$ cat src/rtl/byte_to_word_packer.sv
// Byte-to-word write packer: merges byte writes into one word write with per-lane enables.
// Optional idle auto-flush is built when PACKER_TIMEOUT_EN is defined.
module byte_to_word_packer #(
  parameter int BYTE_ADDR_WIDTH = 6,
  parameter int BYTES_PER_WORD  = 4,
  parameter int TIMEOUT_CYCLES  = 16
) (
  input  logic                                       clk,
  input  logic                                       rst,
  input  logic                                       byte_valid_in,
  output logic                                       byte_ready_out,
  input  logic [BYTE_ADDR_WIDTH-1:0]                 byte_addr_in,
  input  logic [7:0]                                 byte_data_in,
  input  logic                                       flush_in,
  output logic                                       word_valid_out,
  input  logic                                       word_ready_in,
  output logic [BYTE_ADDR_WIDTH-$clog2(BYTES_PER_WORD)-1:0] word_addr_out,
  output logic [BYTES_PER_WORD-1:0]                  word_byte_en_out,
  output logic [8*BYTES_PER_WORD-1:0]                word_data_out,
  output logic                                       busy_out
);
  localparam int LB = $clog2(BYTES_PER_WORD);
  localparam int WA = BYTE_ADDR_WIDTH - LB;
  localparam int W  = 8 * BYTES_PER_WORD;

  typedef enum logic [1:0] {EMPTY = 2'd0, ACCUM = 2'd1, EMIT = 2'd2} state_t;

  function automatic logic [W-1:0] lane_word(input logic [LB-1:0] lane, input logic [7:0] d);
    lane_word = W'(d) << (8 * int'(lane));
  endfunction

  state_t                    state;
  logic [WA-1:0]             acc_addr;
  logic [BYTES_PER_WORD-1:0] acc_en;
  logic [W-1:0]              acc_data;

  logic [WA-1:0]             in_waddr;
  logic [LB-1:0]             in_lane;
  logic [BYTES_PER_WORD-1:0] in_en;
  logic [BYTES_PER_WORD-1:0] merged_en;
  logic                      conflict;
  logic                      accept;
  logic                      timeout_hit;

  assign in_waddr  = byte_addr_in[BYTE_ADDR_WIDTH-1:LB];
  assign in_lane   = byte_addr_in[LB-1:0];
  assign in_en     = BYTES_PER_WORD'(1) << in_lane;
  assign merged_en = acc_en | in_en;
  assign conflict  = (in_waddr != acc_addr) || ((acc_en & in_en) != '0);

  assign byte_ready_out = (state == EMPTY) || ((state == ACCUM) && !conflict);
  assign accept         = byte_valid_in && byte_ready_out;

`ifdef PACKER_TIMEOUT_EN
  localparam int CW = $clog2(TIMEOUT_CYCLES + 1);
  logic [CW-1:0] idle_cnt;

  // Fires on the idle cycle that would bring the count to TIMEOUT_CYCLES.
  assign timeout_hit = (state == ACCUM) && !accept && ((int'(idle_cnt) + 1) >= TIMEOUT_CYCLES);

  always_ff @(posedge clk) begin
    if (rst || (state != ACCUM) || accept) begin
      idle_cnt <= '0;
    end else if (idle_cnt != CW'(TIMEOUT_CYCLES)) begin
      idle_cnt <= idle_cnt + 1'b1;
    end
  end
`else
  // No idle counter in this build; the comparison is constant false.
  assign timeout_hit = (TIMEOUT_CYCLES < 0);
`endif

  always_ff @(posedge clk) begin
    if (rst) begin
      state    <= EMPTY;
      acc_addr <= '0;
      acc_en   <= '0;
      acc_data <= '0;
    end else begin
      case (state)
        EMPTY: begin
          if (accept) begin
            acc_addr <= in_waddr;
            acc_en   <= in_en;
            acc_data <= lane_word(in_lane, byte_data_in);
            state    <= flush_in ? EMIT : ACCUM;
          end
        end
        ACCUM: begin
          if (accept) begin
            acc_en   <= merged_en;
            acc_data <= acc_data | lane_word(in_lane, byte_data_in);
          end
          // A stalled byte (valid but not ready) means a conflict: drain first.
          if ((accept && (&merged_en)) || (byte_valid_in && !byte_ready_out) ||
              flush_in || timeout_hit) begin
            state <= EMIT;
          end
        end
        EMIT: begin
          if (word_ready_in) begin
            acc_addr <= '0;
            acc_en   <= '0;
            acc_data <= '0;
            state    <= EMPTY;
          end
        end
        default: state <= EMPTY;
      endcase
    end
  end

  assign word_valid_out   = (state == EMIT);
  assign busy_out         = (state != EMPTY);
  assign word_addr_out    = acc_addr;
  assign word_byte_en_out = acc_en;
  assign word_data_out    = acc_data;

endmodule
$ cat config.mk
export PLATFORM = sky130hd
export DESIGN_NAME = byte_to_word_packer
export DESIGN_NICKNAME = d
export VERILOG_FILES = /design/src/rtl/byte_to_word_packer.sv
export SDC_FILE = /design/constraint.sdc
export NUM_CORES = 1
export LEC_CHECK = 0
export CAP_MARGIN = 15
export CELL_PAD_IN_SITES_DETAIL_PLACEMENT = 1
export CELL_PAD_IN_SITES_GLOBAL_PLACEMENT = 1
export CORE_MARGIN = 2
export CORE_UTILIZATION = 41
export CTS_BUF_LIST = sky130_fd_sc_hd__clkbuf_4 sky130_fd_sc_hd__clkbuf_8
export DETAILED_ROUTE_END_ITERATION = 6
export PLACE_DENSITY_LB_ADDON = 0.08
export SLEW_MARGIN = 0
export SYNTH_ARGS = -nofsm -noshare
export SYNTH_HDL_FRONTEND = slang
export SYNTH_SLANG_ARGS = --single-unit
export TNS_END_PERCENT = 100
$ cat constraint.sdc
create_clock -name clk -period 4.22 [get_ports clk]
set_input_delay 0.844 -clock clk [delete_from_list [all_inputs] [get_ports clk]]
set_output_delay 0.844 -clock clk [all_outputs]
set_load 0.005 [all_outputs]
# Word level (Yosys, flattened, before mapping)
# Cells that the tools add are included.
# totals
regBits,42
input_bits,19
wordCells,50
# classes
n_eq_ne,7
shift,2
mux,15
n_bitwise,3
n_reduce_logical,19
# ops
op,count
$mux W32,3
$pmux W32 S3,1
$or A32 B32 Y32,1
$shl A8 B5 Y32,1
$mux W4,4
$pmux W4 S3,1
$mux W2,4
$pmux W4 S2,1
$reduce_and A4 Y1,2
$pmux W2 S3,1
$reduce_and A3 Y1,2
$and A4 B4 Y4,1
$logic_and A1 B1 Y1,4
$logic_or A1 B1 Y1,4
$ne A2 B1 Y1 const B,2
$ne A2 B2 Y1 const B,2
$ne A4 B4 Y1,1
$or A4 B4 Y4,1
$reduce_bool A2 Y1,2
$reduce_bool A4 Y1,1
$shl A1 B2 Y4 const A,1
$reduce_bool A3 Y1,1
$eq A2 B1 Y1 const B,1
$eq A2 B2 Y1 const B,1
2 further kinds,3

# Depth between registers and ports, before layout
# Gate-level depths: netlist of run 1.
# logic_depth
ltp_word,13
depth_mapped,9

# Least setup slack after synthesis of run 1
# Ideal clock, no wire load.
# synth_timing
path_type,input to output
start,input byte_addr_in[0]
end,output byte_ready_out
t_arrival_ns,2.121
t_required_ns,3.376
path_slack_ns,1.255
path_stages,6
cell_sequence,mux4_2 -> nor4_4 -> buf_6 -> buf_6 -> nand3_1 -> nand2_1
# synth_between
elab_chain_cells,7
# synth_rtl
element,line,rtl
"start, declared",12,"input logic [BYTE_ADDR_WIDTH-1:0] byte_addr_in,"
$shl A1 B2 Y4,47,assign in_en = BYTES_PER_WORD'(1) << in_lane;
$and A4 B4 Y4,49,assign conflict = (in_waddr != acc_addr) || ((acc_en & in_en) != '0);
$reduce_bool A4 Y1,49,
$logic_or A1 B1 Y1,49,
$logic_not A1 Y1,51,assign byte_ready_out = (state == EMPTY) || ((state == ACCUM) && !conflict);
$logic_and A1 B1 Y1,51,
$logic_or A1 B1 Y1,51,
"end, declared",11,"output logic byte_ready_out,"
# Every way passes these cells.

# Final worst setup path of run 1
# Same ends and word-level chain as after synthesis.

==> results of run 1 <==
[kinds of logic after synthesis]
logic type                 Yosys count  share of synthesized area
DFF                                 42                      0.320
muxes                                1                    0.00857
buffers and inverters               53                     0.0919
adders and majority gates            3                     0.0143
AOI/OAI and AO/OA                  119                      0.359
xor gates and xnor gates             5                     0.0167
and+or+nand+nor                     79                      0.190
[cell type report]
| class | count | area share |
|---|---|---|
| clock buffers | 6 | 0.0248 |
| clock inverters | 2 | 0.00376 |
| inverters | 5 | 0.00564 |
| multi-input cells | 207 | 0.464 |
| flip-flops and latches | 42 | 0.253 |
| well taps | 77 | 0.0290 |
| repair buffers | 76 | 0.220 |
[worst paths after layout]
check                                 from                             end  slack, ns  cells past startpoint
min reg2reg  word_addr_out[0]$_SDFFE_PP0P_   word_addr_out[0]$_SDFFE_PP0P_       0.49                      2
min          word_addr_out[0]$_SDFFE_PP0P_   word_addr_out[0]$_SDFFE_PP0P_       0.49                      2
max                        byte_addr_in[0]                  byte_ready_out       0.49                      6
max reg2reg          state[0]$_SDFFE_PP0P_  word_data_out[23]$_SDFFE_PP0P_       1.74                      7
[power by group]
group	leakage [nW]	internal, mW	switching [mW]	total, mW
sequential	0.340	0.429	0.0261	0.455
clock	0.0472	0.132	0.153	0.285
combinational	0.569	0.238	0.360	0.598
total	0.956	0.799	0.539	1.34
[through the flow]
| stage | utilization | power [mW] |
|---|---|---|
| after global placement | 0.515 | 1.05 |
| final | 0.530 | 1.34 |
| after detailed placement | 0.515 | 1.06 |
| after CTS | 0.530 | 1.35 |
| after floorplan | - | 0.853 |
| after global routing | 0.530 | 1.42 |
[cells in the final DEF, fill, tap and decap left out, types with 2 or more instances in the layout]
master           count
xor2_1               4
nand2_1              6
a211oi_1             4
a221oi_1            18
a221oi_2            19
a21oi_1             37
and2_1               2
nand3b_1             2
buf_4               14
clkbuf_8             6
clkdlybuf4s50_1     60
nand3_1              4
a31oi_1             33
nand4b_1             6
nor2_1               8
ha_1                 3
dfxtp_1             42
nand4_1             33
nor2b_1              6
nor4_1               4
inv_1                4
[registers in the layout, summed over array words and instances (netlist names)]
register          cells
state                 2
word_addr_out         4
word_byte_en_out      4
word_data_out        32
[tightest hold or removal path, delay by kind of cell (launching register included)]
kind / cells / cell delay (ns)
AOI/OAI and AO/OA: 1 / 0.05
DFF: 1 / 0.34
and+or+nand+nor: 1 / 0.06
[layer usage]
| layer | GRT usage | part of all wire | up-vias |
|---|---|---|---|
| met2 | 0.399 | 0.50 | 58 |
| met1 | 0.320 | 0.44 | 1340 |
| met4 | 0.0572 | 0.0090 | 0 |
| li1 | - | - | 1281 |
| met3 | 0.0326 | 0.047 | 8 |
| met5 | 0 | 0 | - |
==> implementation parameters, run 1 <==
Parameter                              Value

Outcome
  Status ... finished, final reports clean

Yosys
  Post-synthesis area per instance ... a little under 9 sq um
  Synth cell count leaders ... 42 x dfxtp_1, 37 x a21oi_1, 33 x a31oi_1, 33 x nand4_1, 31 x clkbuf_1
  Number of enable flip-flop cells after synthesis ... 0
  Most used standard cell by instance count after synthesis ... dfxtp_1
  Gate count after technology mapping ... roughly 300
  Cell type contributing the most total cell area after synthesis ... dfxtp_1
  Total of warnings raised by yosys ... 0
  Fraction of the yosys area taken by sequential cells ... 0.320
  Number of distinct standard cells referenced by the synthesized netlist ... 42
  Portion of synthesized cell area occupied by the leading cell type ... 0.320
  Synthesized area ... 2630 sq um
  Cell types with the largest area share after synthesis ... dfxtp_1 32%, a221oi_2 11%, a31oi_1 7.9%
  Post-synthesis register bit count ... 42
  Synth async-reset ratio ... 0
  Post-synth top flop ... dfxtp_1
  Post-Synthesis Net Count ... 324

Drt
  Via count ... approximately 2700
  Remaining antenna violation count ... 0
  Iteration-0 DRC Markers ... roughly 170
  Total wire length ... approximately 8.3 mm
  Detailed-route wire length per cell ... approximately 20 um
  Detailed-routing iteration count for the pre-antenna-repair pass ... 4
  Post-route DRC violation count ... 0
  Ratio of routed vias to standard cells ... between 6 and 7

Pwr
  Leakage power summed over all cells ... between 0.9 and 1 nW
  Areal power density over the cells ... roughly 400 nW/um^2
  Maximum ir drop on the vdd rail ... approximately 0.00025 V

Placement
  Post-placement worst setup slack ... ~0.47 ns
  Number of buffer cells added on primary ports ... a little over 60
  Number of cells in the design after placement ... roughly 410
  Dpl hpwl ... 5.48 mm
  DP Area ... 3230 sq um
  Global placer's final weighted congestion ... around 0.79

STA
  Post-Route Setup TNS ... 0 ns
  Crit share post-route ... 0.885
  Achievable Freq ... 0.268 GHz
  Final Critical Period ... 3.73 ns
  Setup ws final ... between 0.4 and 0.5 ns
  Final-layout worst hold slack ... a little under 0.5 ns
  Post-route clock skew ... 0.00440 ns
  RSZ-0062 raised after global routing ... false
  Endpoints failing setup ... 0
  Tightest slew margin relative to the limit ... 0.309
  Final hold violation count ... 0
  Actual slew at the worst max-slew pin ... between 1 and 1.5 ns
  Number of pins exceeding their max-slew limit in the final report ... 0

Global routing
  Vias in the first global route ... approximately 2700
  Maximum number of pins on one net before global-route repair ... 44
  Number of antenna violations at the first check in global routing ... 0
  Overall global routing resource usage ... 0.237
  Wire length of the first global-routing pass ... around 14 mm
  Total congestion overflow ... 0

CTS
  H-tree depth reported by CTS ... 2
  CTS Hold Buffers Added ... 0
  Post-CTS sizing ... 0
  Clock Tree Buf Depth ... 2
  Clock network latency to the later pin of the worst-skew pair ... 0.30 ns
  Clock transition at the registers of the reported paths ... roughly 0.09 ns
  TritonCTS clock tree ... built
  Clock sink count ... 42
  Root cell of the clock tree ... clkbuf_8
  Postcts setup bufs ... 0
  Number of buffers created by CTS ... 5

Worst setup path
  Kind of cell adding the most delay to the critical path ... buffers and inverters
  Worst path arrival time ... roughly 2.9 ns
  Number of buffer and inverter stages on the critical path ... 2
  Peak per-stage delay on the critical path ... around 0.54 ns
  WP data required ... between 3 and 4 ns
  Critical path endpoint category ... primary output
  Cell chain of the critical path ... clkdlybuf4s50_1, mux4_2, nor4_4, nand3_1, nand2_1, clkdlybuf4s50_1
  Highest net fanout along the worst path ... 2
  Top cell by count, worst path ... clkdlybuf4s50_1
  Setup crit start kind ... input port
  Type of the worst setup path ... input port to primary output
  CP max-delay cell ... mux4_2

Floorplanning
  Core Region ... ~6300 sq um
  Chip Height ... between 80 and 90 um
  Effective utilization at floorplan ... 0.418
  Row count ... 29
  Horiz. Die Dim ... between 80 and 90 um
  Die area ... ~7100 sq um
  Num ports ... 62

Finish
  Sequential standard cell area ... between 800 and 900 sq um
  Share of cells above drive strength 1 ... 0.139
  Count of placed standard cells in the final layout, fillers left out ... 415
  Final non-filler cell area ... between 3000 and 4000 sq um
  Area grow syn2layout ... 26.6%
  Net count of the finished layout ... about 360
  Area of combinational cells with multiple inputs ... 1540 sq um
  # diodes ... 0
  Filler Cell Count ... approximately 740

Run
  Max cap viols ... 0

Worst hold path
  Worst hold path class ... register to register
Power figures use the tool's default switching activity.
==> run 2, diff against run 1 <==
--- a/config.mk
+++ b/config.mk
@@ -13,6 +13,7 @@
 export CTS_BUF_LIST = sky130_fd_sc_hd__clkbuf_4 sky130_fd_sc_hd__clkbuf_8
 export DETAILED_ROUTE_END_ITERATION = 6
 export PLACE_DENSITY_LB_ADDON = 0.08
+export SKIP_CTS_REPAIR_TIMING = 1
 export SLEW_MARGIN = 0
 export SYNTH_ARGS = -nofsm -noshare
 export SYNTH_HDL_FRONTEND = slang
==> results of run 2 <==
Same layout as run 1: the final DEF is identical, and so are final timing and power.
==> run 3, diff against run 2 <==
--- a/config.mk
+++ b/config.mk
@@ -13,7 +13,7 @@
 export CTS_BUF_LIST = sky130_fd_sc_hd__clkbuf_4 sky130_fd_sc_hd__clkbuf_8
 export DETAILED_ROUTE_END_ITERATION = 6
 export PLACE_DENSITY_LB_ADDON = 0.08
-export SKIP_CTS_REPAIR_TIMING = 1
+export SETUP_SLACK_MARGIN = 0.3
 export SLEW_MARGIN = 0
 export SYNTH_ARGS = -nofsm -noshare
 export SYNTH_HDL_FRONTEND = slang
==> results of run 3 <==
Same layout as run 1: the final DEF is identical, and so are final timing and power.
==> RTL change 1, RTL diff (settings of run 1) <==
Build with the macro `PACKER_TIMEOUT_EN` defined.
--- a/src/rtl/byte_to_word_packer.sv
+++ b/src/rtl/byte_to_word_packer.sv
@@ -1,5 +1,7 @@
 // Byte-to-word write packer: merges byte writes into one word write with per-lane enables.
 // Optional idle auto-flush is built when PACKER_TIMEOUT_EN is defined.
+`define PACKER_TIMEOUT_EN
+
 module byte_to_word_packer #(
   parameter int BYTE_ADDR_WIDTH = 6,
   parameter int BYTES_PER_WORD  = 4,
Formal check against the unedited RTL: no difference found for any inputs over 10 cycles, from zero or initial values and one cycle with rst high; that may be too few to reach the edited logic, so the function may still have changed.
==> RTL change 1 against run 1 <==
Combinational power decreased by 27%; total power shrank 3.2%; die area down 9.0%; routed wire length is 21% lower; non-clock buffer count fell by 10; worst setup slack worse by 0.19 ns; via count down 19%; area after synthesis is 9.4% lower; sequential cell count grew 5; hold slack lost 0.020 ns; count of clock-buffer cells in the layout did not move; cell area down 7.1%; global-route usage fell by 2.4 points.
==> RTL change 1: results <==
group,metric,value,unit
global_routing,grt_max_degree,38,
synth,ys_seq_area_share,39.5,%
critical_path,arrival,3.08,ns
critical_path,r2r-start,"word_byte_en_out[3]$_SDFFE_PP0P_",
global_routing,grt_pass1_wl,10700,um
placement,dp_hpwl,4640,um
critical_path,r2r_end,"word_data_out[5]$_SDFFE_PP0P_",
placement,dp.cells,379,
critical_path,r2r_setup_slack,1.68,ns
hold_path,holdPathEnd,"word_data_out[4]$_SDFFE_PP0P_",
timing,worst_pin_slew,0.811,ns
synth,async_flop_share,0,%
power_and_ir_drop,p_int,0.000847,W
outcome,status,"finished clean",
route,vias,2164,
global_routing,grtUsageTotal,21.4,%
cts,numCtsBuffers,5,
placement,dp_slack,0.281,ns
layout,drive_gt1_share,10.2,%
hold_path,min_from,"word_data_out[4]$_SDFFE_PP0P_",
timing,fin_worst_skew,0.00805,ns
timing,hold_ws,0.474,ns
power_and_ir_drop,vdd_drop_max,159,uV
critical_path,cp_slowest_stage_delay,0.62,ns
route,wirelength,6630,um
synth,yosys-top-cells-count,"47 x dfxtp_1, 26 x a21oi_1, 22 x nand2_1",
synth,synth_area_leaders,"dfxtp_1 40%, a211oi_2 6.3%, o31ai_1 5.7%",
route,viasPerCell,5.59,
critical_path,crit_slowest_cell,"clkdlybuf4s50_1",
synth,syn_nets,292,
power_and_ir_drop,power.leakage,1.01,nW
layout,fillers,655,
critical_path,r2r_cells,6,
placement,place_area,2970,um^2
global_routing,grt_pass1_vias,2086,
route,drt-initial-drc-count,95,
cts,path_clk_slew,0.10,ns
layout,nets,338,
-- RTL change 1: changes by cell type after synthesis, sizes merged, moves of 15 or more --
cell,before,now
clkbuf,31,16
nand2,6,22
o31ai,1,19
a221oi,37,0
nand4,33,0
nand3,4,20
a31oi,33,18
-- RTL change 1: layout make-up --
cell class | count | share of cell area, %
Multi-Input combinational cell | 183 | 40.4
Sequential cell | 47 | 30.5
Tap cell | 72 | 2.92
Clock buffer | 6 | 2.67
Timing Repair Buffer | 66 | 21.0
Clock inverter | 2 | 1.26
Inverter | 11 | 1.34
-- RTL change 1: metrics by stage --
step | utilization (%) | total power (W)
global placement | 53.5 | 0.000941
floorplan | - | 0.000810
detailed placement | 53.5 | 0.000946
finish | 55.7 | 0.00130
global route | 55.7 | 0.00137
CTS | 55.7 | 0.00130
-- RTL change 1: per-layer routing --
layer	GRT usage [%]	vias up	share of wire (%)
met5	0	-	0
met4	5.42	0	1.5
met3	4.27	10	3.2
met2	33.9	40	47
met1	29.6	1049	48
li1	-	1065	-
-- RTL change 1: kinds of logic (layout without fill, tap and decap cells) --
family	count (synthesis)	after routing	share of synthesized area, %
mux	3	3	1.79
compound gates	93	93	28.9
fa+ha+maj	5	5	2.63
simple gates	74	74	16.1
xor+xnor	8	8	2.94
flops	47	47	39.5
buf+inv	38	85	8.10
-- RTL change 1: power groups by stage --
stage                     Sequential (W)  Combinational [W]  Clock (W)
final                           0.000499           0.000436   0.000361
after global routing            0.000504           0.000479   0.000385
after CTS                       0.000499           0.000438   0.000367
after detailed placement        0.000510           0.000436          0
after global placement          0.000509           0.000432          0
after floorplan                 0.000507           0.000303          0
==> RTL change 2, RTL diff (config.mk and constraints of run 1) <==
Without the edit above. The 3 states of `state_t` get a one-hot encoding in 3 bits.
--- a/src/rtl/byte_to_word_packer.sv
+++ b/src/rtl/byte_to_word_packer.sv
@@ -23,7 +23,7 @@
   localparam int WA = BYTE_ADDR_WIDTH - LB;
   localparam int W  = 8 * BYTES_PER_WORD;
 
-  typedef enum logic [1:0] {EMPTY = 2'd0, ACCUM = 2'd1, EMIT = 2'd2} state_t;
+  typedef enum logic [2:0] {EMPTY = 3'b001, ACCUM = 3'b010, EMIT = 3'b100} state_t;
 
   function automatic logic [W-1:0] lane_word(input logic [LB-1:0] lane, input logic [7:0] d);
     lane_word = W'(d) << (8 * int'(lane));
Formal check against the unedited RTL: same outputs for any inputs over 10 cycles, from zero or initial values and one cycle with rst high; not proved beyond that.
==> RTL change 2 against run 1 <==
Global-route usage is 2.0 points lower; total power shrank 38%; die area shrank 31%; largest cell class is now sequential cells; routed wire length decreased by 37%; clock skew fell by 0.0016 ns; cell area fell by 25%; sequential power down 4.8%; area after synthesis fell by 33%; non-clock buffer count is 13 lower; sequential cell count is 1 higher; final cell count down 28%; first-iteration DRC count down 55%; worst setup slack lost 0.047 ns.
==> RTL change 2: results <==
group,metric,value,unit
route,wirelength,5230,um
critical_path,crit_family,"buffers and inverters",
synth,synth.distinct_cells,36,
critical_path,cp_max_fo,8,
critical_path,arrival,2.94,ns
power_and_ir_drop,vdd_drop_max,152,uV
global_routing,grt_pass1_vias,1754,
placement,place_congestion,0.879,
critical_path,cp_slowest_stage_delay,0.63,ns
synth,synth_area_leaders,"dfxtp_1 49%, o32ai_1 12%, inv_1 5.5%",
global_routing,met3_usage,3.92,%
route,wl_per_cell,17.6,um
synth,async_flop_share,0,%
global_routing,grt_util_met2,40.2,%
route,dr.pass1.iters,4,
placement,dp.cells,290,
placement,place_area,2420,um^2
cts,numCtsBuffers,5,
synth,synth_ff_type,"dfxtp_1",
layout,n_antenna_cell,0,
timing,fin_worst_skew,0.00275,ns
route,drt-met1-wl,2120,um
layout,nets,266,
synth,yosys-top-cells-count,"43 x dfxtp_1, 26 x inv_1, 24 x o32ai_1",
outcome,status,"finished clean",
global_routing,grt_use_met1,25.2,%
cts,h-tree-depth,2,
placement,dp_hpwl,3770,um
global_routing,grt_pass1_wl,8480,um
synth,syn_nets,205,
layout,largest_reg_flops,32,
placement,dp_slack,0.420,ns
hold_path,hold_path.class,"register to register",
power_and_ir_drop,swShare,26.5,%
global_routing,antenna_found_initial,0,
power_and_ir_drop,p_clk,0.000265,W
route,vias,1667,
critical_path,crit_slowest_cell,"clkdlybuf4s50_1",
route,dr_wl_met3,232,um
cts,path_clk_slew,0.08,ns
route,wl_met2,2800,um
cts,cts_root_buffer,"clkbuf_8",
timing,relSlewSlack,64.5,%
cts,cts_setup_buffers,0,
synth,ys_seq_area_share,48.8,%
power_and_ir_drop,total_power,0.000831,W
global_routing,grt_max_degree,31,
synth,yosys_warnings,0,
layout,drive_gt1_share,6.85,%
cts,postCtsResizedCells,0,
power_and_ir_drop,power.leakage,0.844,nW
route,drt-initial-drc-count,78,
placement,port_buffers,61,
power_and_ir_drop,pg_comb,0.000132,W
global_routing,grtUsageTotal,21.7,%
cts,clk_latency,0.29,ns
synth,synthesis.area_per_instance,9.48,um^2
RTL change 2: cell families (layout without fill, tap and decap cells):
family          after synthesis  count (layout)  share of synthesized area (%)
simple gates                 46              46                           14.5
mux                           2               2                           1.84
compound gates               53              53                           24.0
buf+inv                      37              99                           8.37
xor+xnor                      5               5                           2.48
flops                        43              43                           48.8
RTL change 2: cell type report:
class	instances	area, um^2
multi-input combinational	106	759
fill	439	1550
clock buffer	6	76.3
sequential	43	861
clock inverter	2	12.5
timing repair buffer	63	626
inverter	28	110
tap	50	62.6
RTL change 2: worst paths after layout:
check	from	cells after the start	to	slack [ns]
worst max register to register	state[2]$_SDFFE_PP0P_	7	word_data_out[9]$_SDFFE_PP0P_	2.16
worst max-delay path	byte_addr_in[0]	6	byte_ready_out	0.44
worst min-delay path	word_data_out[3]$_SDFFE_PP0P_	2	word_data_out[3]$_SDFFE_PP0P_	0.48
worst min register to register	word_data_out[3]$_SDFFE_PP0P_	2	word_data_out[3]$_SDFFE_PP0P_	0.48
